===== src/rtl/display_mode_sequencer.sv =====
// Display-path mode sequencer: debounces and validates the mode switches, then commits a new
// one-hot select only at a fixed point inside vertical blank. Optional feature macro: DISPLAY_AUTO_CYCLE_EN.
module display_mode_sequencer #(
    parameter int                SEL_W         = 18,
    parameter int                STABLE_CYCLES = 1024,
    parameter int                VBLANK_CYCLES = 50,
    parameter int                BLANK_FRAMES  = 1,
    parameter logic [SEL_W-1:0]  DEFAULT_MODE  = SEL_W'(2)
`ifdef DISPLAY_AUTO_CYCLE_EN
    ,
    parameter int                AUTO_FRAMES   = 60
`endif
) (
    input  logic             iClk,
    input  logic             iRst_n,
    input  logic             iFval,
`ifdef DISPLAY_AUTO_CYCLE_EN
    input  logic             iAuto,
`endif
    input  logic [SEL_W-1:0] iSwitch,
    output logic [SEL_W-1:0] oSelect,
    output logic             oBlank,
    output logic             oSwitching,
    output logic             oErr,
    output logic [15:0]      oFrameCount
);

    localparam int               DCNT_W     = $clog2(STABLE_CYCLES + 1);
    localparam logic [DCNT_W-1:0] STABLE_MAX = DCNT_W'(STABLE_CYCLES);
    localparam logic [7:0]        VB_LAST    = 8'(VBLANK_CYCLES - 1);
    localparam logic [3:0]        BLANK_INIT = 4'(BLANK_FRAMES);

    typedef enum logic [1:0] {
        IDLE,
        PENDING,
        BLANK
    } state_t;

    logic [SEL_W-1:0]  syncMeta_q;
    logic [SEL_W-1:0]  syncOut_q;
    logic [SEL_W-1:0]  cand_q;
    logic [DCNT_W-1:0] dcnt_q;
    logic [DCNT_W-1:0] dcnt_d;
    logic [7:0]        vcnt_q;
    logic [7:0]        vcnt_d;
    logic              fval_q;
    logic [15:0]       frameCnt_q;
    logic [SEL_W-1:0]  pend_q;
    logic [3:0]        bcnt_q;
    state_t            state_q;
    logic [SEL_W-1:0]  select_q;
    logic              blank_q;
    logic              switching_q;
    logic              err_q;

    logic reqStable;
    logic reqOk;
    logic swReq;
    logic commit;

    // Two-flop synchroniser followed by a candidate/run-length debouncer.
    always_ff @(posedge iClk) begin
        if (!iRst_n) begin
            syncMeta_q <= '0;
            syncOut_q  <= '0;
            cand_q     <= '0;
            dcnt_q     <= '0;
        end else begin
            syncMeta_q <= iSwitch;
            syncOut_q  <= syncMeta_q;
            if (syncOut_q != cand_q) begin
                cand_q <= syncOut_q;
                dcnt_q <= '0;
            end else begin
                dcnt_q <= dcnt_d;
            end
        end
    end

    assign dcnt_d    = (dcnt_q == STABLE_MAX) ? dcnt_q : dcnt_q + 1'b1;
    assign reqStable = (dcnt_q == STABLE_MAX);
    assign reqOk     = reqStable && $onehot(cand_q);

    // The commit point is the VBLANK_CYCLES-th consecutive low sample, so it fires once per blank.
    always_ff @(posedge iClk) begin
        if (!iRst_n) begin
            vcnt_q     <= '0;
            fval_q     <= 1'b0;
            frameCnt_q <= '0;
            err_q      <= 1'b0;
        end else begin
            vcnt_q <= vcnt_d;
            fval_q <= iFval;
            if (iFval && !fval_q) begin
                frameCnt_q <= frameCnt_q + 16'd1;
            end
            err_q <= reqStable && !reqOk;
        end
    end

    assign vcnt_d = iFval ? 8'd0 : ((vcnt_q == 8'hFF) ? vcnt_q : vcnt_q + 8'd1);
    assign commit = !iFval && (vcnt_q == VB_LAST);

`ifdef DISPLAY_AUTO_CYCLE_EN
    localparam int              AUTO_W    = $clog2(AUTO_FRAMES + 1);
    localparam logic [AUTO_W-1:0] AUTO_LAST = AUTO_W'(AUTO_FRAMES - 1);

    logic [AUTO_W-1:0] autoCnt_q;
    logic [SEL_W-1:0]  autoNext;
    logic              autoFire;

    // Rotation stays inside the bits [8:1] window; a select outside it restarts at the default.
    always_comb begin
        autoNext      = '0;
        autoNext[8:1] = {select_q[7:1], select_q[8]};
        if (autoNext == '0) begin
            autoNext = DEFAULT_MODE;
        end
    end

    assign autoFire = iAuto && (state_q == IDLE) && commit && (autoCnt_q == AUTO_LAST);
    assign swReq    = reqOk && !iAuto;

    always_ff @(posedge iClk) begin
        if (!iRst_n || !iAuto) begin
            autoCnt_q <= '0;
        end else if ((state_q == IDLE) && commit) begin
            autoCnt_q <= autoFire ? '0 : autoCnt_q + 1'b1;
        end
    end
`else
    assign swReq = reqOk;
`endif

    // Request/commit FSM; oSwitching tracks the state being entered so it is registered with it.
    always_ff @(posedge iClk) begin
        if (!iRst_n) begin
            state_q     <= IDLE;
            pend_q      <= '0;
            bcnt_q      <= '0;
            select_q    <= DEFAULT_MODE;
            blank_q     <= 1'b0;
            switching_q <= 1'b0;
        end else begin
            unique case (state_q)
                IDLE: begin
`ifdef DISPLAY_AUTO_CYCLE_EN
                    if (autoFire) begin
                        pend_q      <= autoNext;
                        state_q     <= PENDING;
                        switching_q <= 1'b1;
                    end else
`endif
                    if (swReq && (cand_q != select_q)) begin
                        pend_q      <= cand_q;
                        state_q     <= PENDING;
                        switching_q <= 1'b1;
                    end else begin
                        switching_q <= 1'b0;
                    end
                end
                PENDING: begin
                    if (commit) begin
                        select_q <= pend_q;
                        if (BLANK_FRAMES == 0) begin
                            state_q     <= IDLE;
                            switching_q <= 1'b0;
                        end else begin
                            bcnt_q      <= BLANK_INIT;
                            blank_q     <= 1'b1;
                            state_q     <= BLANK;
                            switching_q <= 1'b1;
                        end
                    end else if (swReq && (cand_q == select_q)) begin
                        state_q     <= IDLE;
                        switching_q <= 1'b0;
                    end else if (swReq && (cand_q != pend_q)) begin
                        pend_q <= cand_q;
                    end
                end
                BLANK: begin
                    if (commit) begin
                        if (bcnt_q == 4'd1) begin
                            blank_q     <= 1'b0;
                            state_q     <= IDLE;
                            switching_q <= 1'b0;
                        end else begin
                            bcnt_q <= bcnt_q - 4'd1;
                        end
                    end
                end
                default: begin
                    state_q     <= IDLE;
                    blank_q     <= 1'b0;
                    switching_q <= 1'b0;
                end
            endcase
        end
    end

    assign oSelect     = select_q;
    assign oBlank      = blank_q;
    assign oSwitching  = switching_q;
    assign oErr        = err_q;
    assign oFrameCount = frameCnt_q;

endmodule


===== config.mk =====
export PLATFORM = sky130hd
export DESIGN_NAME = display_mode_sequencer
export DESIGN_NICKNAME = d
export VERILOG_FILES = /design/src/rtl/display_mode_sequencer.sv
export SDC_FILE = /design/constraint.sdc
export NUM_CORES = 1
export LEC_CHECK = 0
export BUFFER_PORTS_ARGS = -buffer_cell sky130_fd_sc_hd__buf_2
export CELL_PAD_IN_SITES_DETAIL_PLACEMENT = 2
export CELL_PAD_IN_SITES_GLOBAL_PLACEMENT = 2
export CORE_UTILIZATION = 34
export DETAILED_ROUTE_END_ITERATION = 10
export PLACE_DENSITY_LB_ADDON = 0.05
export SYNTH_ARGS = -nofsm -noshare
export SYNTH_HDL_FRONTEND = slang
export SYNTH_SLANG_ARGS = --single-unit
export TNS_END_PERCENT = 5

===== constraint.sdc =====
create_clock -name iClk -period 4.7 [get_ports iClk]
set_input_delay 0.235 -clock iClk [delete_from_list [all_inputs] [get_ports iClk]]
set_output_delay 0.235 -clock iClk [all_outputs]
set_load 0.01 [all_outputs]

==> metrics.md, run 1 <==
| Metric | Value |
|---|---|
| Area of the mapped netlist | 5940 sq um |
| Gpl congestion | 0.761 |
| Port bufs | 57 |
| FF-to-FF path depth | 18 |
| Clk sinks | 135 |
| Initial core utilization | 35.3% |
| Slew Limit Headroom | 43.3% |
| Vias in the first global route | 4789 |
| Post-CTS Setup Inserts | 0 |
| Iteration count of the initial detailed-routing pass | 4 |
| Hold Startpoint | iSwitch[16] |
| Hold Worst Slack | 0.0252 ns |
| WS Path Type | flip-flop to flip-flop |
| Io pins | 58 |
| Top-count cell post-synth | dfxtp_1 |
| Initial DRC Count | 151 |
| Ys flop type | dfxtp_1 |
| Maximum number of pins on one net before global-route repair | 100 |
| DRC viols | 0 |
| Post-DP HPWL | 11300 um |
| Max IR drop VDD | 0.000257 V |
| Critical Path Start | cand_q[5] |
| First-pass GRT wire length | 25400 um |
| Startpoint types | flip-flop |
| Worst Tran Pin Value | 0.850 ns |
| Routed wire length | 15500 um |
| Post-synth ARST share | 0% |
| Synthesis-to-finish area growth | 20.4% |
| Die height | 134 um |
| Clock skew | 0.00856 ns |
| Critical Path End Type | flip-flop |
| Leakage | 3.10 nW |
| Hold Path Class | input port to flip-flop |
| Die width | 134 um |
| Number of flops mapped to enable cells by yosys | 0 |
| Crit-path max FO | 14 |
| Tmin final | 5.18 ns |
| CTS tree | built |
| Syn_area_per_cell | 9.69 sq um |
| Via density | 4.77 |
| Total GRT Usage | 18.7% |
| Share of layout cells above drive strength 1 | 17.6% |
| Setup TNS | -8.62 ns |
| Wire per inst | 17.0 um |
| Yosys reg bits | 135 |
| Leading area contributor after synthesis | dfxtp_1 |
| Slew Limit Fails | 0 |
| Post-DP Area | 6520 sq um |
| CTS root buffer | clkbuf_16 |
| Via count | 4363 |
| Clk pin slew, worst setup/hold paths | 0.06 ns |
| Seq/Total Area, Yosys | 45.5% |
| Run status | finished, violations left |
| Post-Syn Instances | 613 |
| Fin nets | 729 |
| Fin util | 42.5% |
| Final Cell Area | 7150 sq um |
| Floorplan row count | 47 |
| Max Buffers Root-to-Sink | 2 |
| Inserted Diodes | 0 |
| Gr ovfl total | 0 |
| FF-to-FF Start | cand_q[5] |
| Fmax | 193 MHz |
| CTS buffer count | 17 |
| Violated checks | negative setup slack |
| Hold Fails Final Rpt | 0 |
| Worst slack, placed | -0.593 ns |
| RSZ-0062 raised after global routing | yes |
| Final setup vio count | 20 |
| Hold path cells | 2 |
| Worst EP required | 5.04 ns |
| Routed Antenna Nets | 0 |
| Maxcap violations | 0 |
| Netlist cell types | 48 |
| Fin crit share | 110% |
| Die area | 18000 sq um |
| Initial antenna violation count | 0 |
| Synth top area share | 45.5% |
| Yosys warns | 0 |
| H-tree Lvls | 4 |
| Worst setup slack after layout | -0.479 ns |
| Ranking of synthesized cells by area | dfxtp_1, mux2i_1, xnor2_1 |
| Worst skew pair latency | 0.42 ns |
| Post-Syn Nets | 661 |
| Top post-synthesis cells by count | dfxtp_1, and2_1, nand2_1 |
| Core Footprint | 16800 sq um |
| Cell Pwr Density | 377 nW/um^2 |
| Critical path arrival | 5.52 ns |
[final cells by class]
class / instances / area (sq um)
fillers: 1850 / 9670
multi-input cells: 419 / 3010
flip-flops and latches: 135 / 2700
clock buffers: 24 / 472
repair buffers: 78 / 458
well taps: 220 / 275
clock inverters: 8 / 121
inverters: 30 / 113
[per-layer routing]
metal,wire (um),global-route usage [%]
met3,369,4.04
met2,8060,33.4
met1,6850,21.7
met5,0,0
met4,238,7.49
[state kept, by name, indices dropped and copies added, names as in the netlist]
signal and count:
oBlank 1, cand_q 18, state_q 2, vcnt_q 8
fval_q 1, syncMeta_q 18, bcnt_q 4, pend_q 18
dcnt_q 11, oSwitching 1, oSelect 18, oFrameCount 16
oErr 1, syncOut_q 18
[kinds of logic after synthesis]
| kind of cell | share of synthesized area (%) |
|---|---|
| AND/OR/NAND/NOR | 21.6 |
| flip-flops | 45.5 |
| XOR/XNOR | 11.5 |
| buffers and inverters | 4.42 |
| multiplexers | 6.41 |
| AO/OA/AOI/OAI | 3.41 |
| adder cells (fa/ha/maj) | 7.21 |
[worst max-delay path, stage by stage (launching register included)]
cell	delay, ns
dfxtp_2	0.34
inv_2	0.04
fa_1	0.53
inv_1	0.05
fa_1	0.45
fa_1	0.52
inv_1	0.05
fa_1	0.45
fa_1	0.53
inv_2	0.06
ha_4	0.16
fa_1	0.45
nand4bb_1	0.21
nor3_2	0.17
nand3_2	0.11
a211o_1	0.34
nor3_4	0.23
buf_12	0.20
mux2i_1	0.20
[power by group]
part / internal, W / switching (W)
clock network: 0.000860 / 0.000482
logic: 0.0000729 / 0.0000926
registers: 0.00117 / 0.0000170
[metrics by stage]
stage	total power, W	cells
after detailed placement	0.00137	881
after CTS	0.00273	914
after global placement	0.00136	881
after global routing	0.00280	914
final	0.00269	914
after floorplan	0.00131	613
[final timing paths]
path / slack (ns) / end
max: -0.48 / pend_q[1]
min: 0.03 / syncMeta_q[16]
max reg2reg: -0.48 / pend_q[1]
min reg2reg: 0.43 / syncOut_q[3]
[cells in the final DEF, fill, tap and decap left out, types with 3 or more instances in the layout]
master and n:
o21ai_0 9, bufinv_16 3, nor3_1 4, clkbuf_1 5
nor2b_1 3, clkbuf_16 17, mux2i_1 38, nand2b_1 5
nor4_1 5, buf_2 57, nand3_1 9, nand2_1 56
a21oi_1 10, dfxtp_1 134, clkinv_2 3, and2_1 58
a31oi_1 5, xnor2_1 43, and3_1 11, nor2_1 55
nand4_1 13, or3_1 6, buf_4 19, fa_1 12
inv_1 28, xor2_1 33, ha_1 14, nor4_2 3
[repair_timing]
action	4_1_cts	5_1_grt
gates cloned	0	0
endpoints found under the setup margin	20	20
resized for setup	6	2
hold endpoints to repair	1	0
pin swaps	2	0
hold buffers	1	0
Note: power is estimated with default switching activity, not from simulation.
==> run 2, diff against run 1 <==
--- a/config.mk
+++ b/config.mk
@@ -8,8 +8,10 @@
 export BUFFER_PORTS_ARGS = -buffer_cell sky130_fd_sc_hd__buf_2
 export CELL_PAD_IN_SITES_DETAIL_PLACEMENT = 2
 export CELL_PAD_IN_SITES_GLOBAL_PLACEMENT = 2
+export CORE_MARGIN = 2
 export CORE_UTILIZATION = 34
 export DETAILED_ROUTE_END_ITERATION = 10
+export MAX_ROUTING_LAYER = met4
 export PLACE_DENSITY_LB_ADDON = 0.05
 export SYNTH_ARGS = -nofsm -noshare
 export SYNTH_HDL_FRONTEND = slang
==> metrics.md, run 2 (same netlist as run 1, synthesis figures left out) <==
| Metric | Value |
|---|---|
| Run status | finished, violations left |
| Violated checks | negative setup slack |
| Critical path arrival | 5.51 ns (about the same) |
| Critical Path Slowest Stage Cell | fa_1 |
| Floorplan row count | 48 (+2.1%) |
| Initial DRC Count | 133 (-12%) |
| Worst EP required | 5.05 ns (about the same) |
| Die height | 136 um (+1.5%) |
| Startpoint types | flip-flop |
| Crit-path max FO | 18 (+4) |
| CTS tree | built |
| Routed wire length | 16000 um (+2.9%) |
| Share of layout cells above drive strength 1 | 18.1% (+0.52 points) |
| Final setup vio count | 20 (unchanged) |
| Inserted Diodes | 0 (unchanged) |
| Critical Path End Type | flip-flop |
| Worst slack, placed | -0.496 ns (+0.0972 ns) |
| Maxcap violations | 0 (unchanged) |
| Slew Limit Headroom | 52.0% (+8.7 points) |
| Fill cell count | 1871 (+1.1%) |
| Fin crit share | 110% (-0.42 points) |
| Post-CTS Setup Inserts | 0 (unchanged) |
| Commonest non-fill, non-tap cell in the layout | dfxtp_1 |
| Hold Worst Slack | 0.0117 ns (-0.0134 ns) |
| Hold Path Sink | syncMeta_q[2] |
| Fin nets | 731 (+0.27%) |
| Hold path cells | 2 (unchanged) |
| H-tree Lvls | 4 (unchanged) |
| RSZ-0062 raised after global routing | yes |
| Reg2Reg Setup Slack | -0.46 ns (+0.02 ns) |
| Initial core utilization | 34.6% (-0.74 points) |
| Leakage | 3.12 nW (+0.57%) |
| CP max stage delay | 0.53 ns (about the same) |
| WS Path Type | flip-flop to flip-flop |
| Cell Pwr Density | 385 nW/um^2 (+2.3%) |
| First-pass GRT wire length | 25800 um (+1.2%) |
| Io pins | 58 (unchanged) |
| Total power | 0.00277 W (+3.0%) |
| Worst setup slack after layout | -0.460 ns (+0.0198 ns) |
| CTS buffer count | 17 (unchanged) |
| Iteration count of the initial detailed-routing pass | 4 (unchanged) |
| Hold Fails Final Rpt | 0 (unchanged) |
| Slew Limit Fails | 0 (unchanged) |
| Gr ovfl total | 0 (unchanged) |
| Fmax | 194 MHz (+0.38%) |
| Clk pin slew, worst setup/hold paths | 0.06 ns (about the same) |
| Port bufs | 57 (unchanged) |
| Max Buffers Root-to-Sink | 2 (unchanged) |
| Most frequent cells in the layout | dfxtp_1, and2_1, buf_2 |
| Total GRT Usage | 19.0% (+0.33 points) |
| Worst Tran Pin Value | 0.720 ns (-0.130 ns) |
| CTS root buffer | clkbuf_16 |
| Die width | 136 um (+1.5%) |
| Routed Antenna Nets | 0 (unchanged) |
| Synthesis-to-finish area growth | 21.2% |
| Crit path cell chain | inv_2, fa_1, inv_1, fa_1, fa_1, inv_1, fa_1, fa_1, inv_1, ha_2, fa_1, nand4bb_1, nor3_2, nand3_2, a211o_1, nor3_4, buf_12, mux2i_1 |
| Hold Startpoint | iSwitch[2] |
| Clk sinks | 135 (unchanged) |
| Core Footprint | 17200 sq um (+2.1%) |
| Critical Path Most Common Cell | fa_1 |
| Clock skew | 0.00952 ns (+0.000955 ns) |
| Worst skew pair latency | 0.43 ns (about the same) |
| Reg-to-Reg End | pend_q[5] |
| Tmin final | 5.16 ns (-0.0198 ns) |
| Maximum number of pins on one net before global-route repair | 83 (-17%) |
| CP bufs+invs | 5 (unchanged) |
| Max IR drop VDD | 0.000256 V (-0.34%) |
| FF-to-FF path depth | 18 (unchanged) |
| Fin util | 41.9% (-0.60 points) |
| Via count | 4372 (+0.21%) |
| Wire per inst | 17.3 um (+2.1%) |
| Sequential cell area | 2710 sq um (about the same) |
| DRC viols | 0 (unchanged) |
| Vias in the first global route | 4808 (+0.40%) |
| Post-DP HPWL | 11400 um (+0.92%) |
| Hold Path Class | input port to flip-flop |
| Die area | 18500 sq um (+3.0%) |
| Initial antenna violation count | 0 (unchanged) |
| Gpl congestion | 0.749 (-1.6%) |
| Area occupied by multi-input gates | 2990 sq um (-0.54%) |
| FF-to-FF Start | cand_q[5] |
| Via density | 4.75 (-0.56%) |
| Delay-heaviest family, CP | adder cells |
[run 2: cell types whose count changed in the layout (fill, tap and decap cells not counted), sizes merged]
cell,change
clkinv,+1
inv,+2
dlygate4sd3,+2
bufinv,+1
clkbuf,-6
clkinvlp,+2
[run 2: cell type report]
class,count,area share [%]
inverter,30,1.56
timing repair buffer,80,6.64
clock inverter,14,2.78
clock buffer,18,5.96
tap,225,3.91
sequential,135,37.6
multi-input combinational,419,41.6
[run 2: metrics by stage]
stage | area, sq um | instances | TNS (ns)
final | 7200 | 921 | -7.90
after global routing | 7200 | 921 | -12.75
after CTS | 7200 | 921 | -9.67
after detailed placement | 6520 | 886 | -8.93
after global placement | 6520 | 886 | -7.09
after floorplan | 5940 | 613 | -5.95
[run 2: power by group]
| part | internal, W | total [W] | switching [W] |
|---|---|---|---|
| registers | 0.00117 | 0.00118 | 0.0000167 |
| logic | 0.0000717 | 0.000161 | 0.0000889 |
| clock network | 0.000892 | 0.00143 | 0.000536 |
| total | 0.00213 | 0.00277 | 0.000642 |
[run 2: how the worst max path moves through the flow]
stage | start | cells past startpoint | endpoint
final | cand_q[5] | 18 | pend_q[5]
after global routing | cand_q[11] | 18 | pend_q[14]
after CTS | cand_q[5] | 18 | pend_q[5]
after detailed placement | cand_q[5] | 18 | pend_q[5]
after global placement | cand_q[5] | 18 | pend_q[14]
after floorplan | cand_q[5] | 20 | pend_q[10]
[run 2: metal layers]
layer | GRT usage [%] | up-vias | share of wire, %
met3 | 4.10 | 22 | 2.4
li1 | - | 2132 | -
met1 | 21.3 | 2161 | 42
met5 | - | - | 0
met2 | 33.2 | 57 | 53
met4 | 7.29 | 0 | 2.2
[run 2: repair_timing]
item,in CTS,in global routing
hold buffers,3,0
setup endpoints to repair,20,21
resized for setup,5,2
endpoints found under the hold margin,3,0
pin swaps,2,0
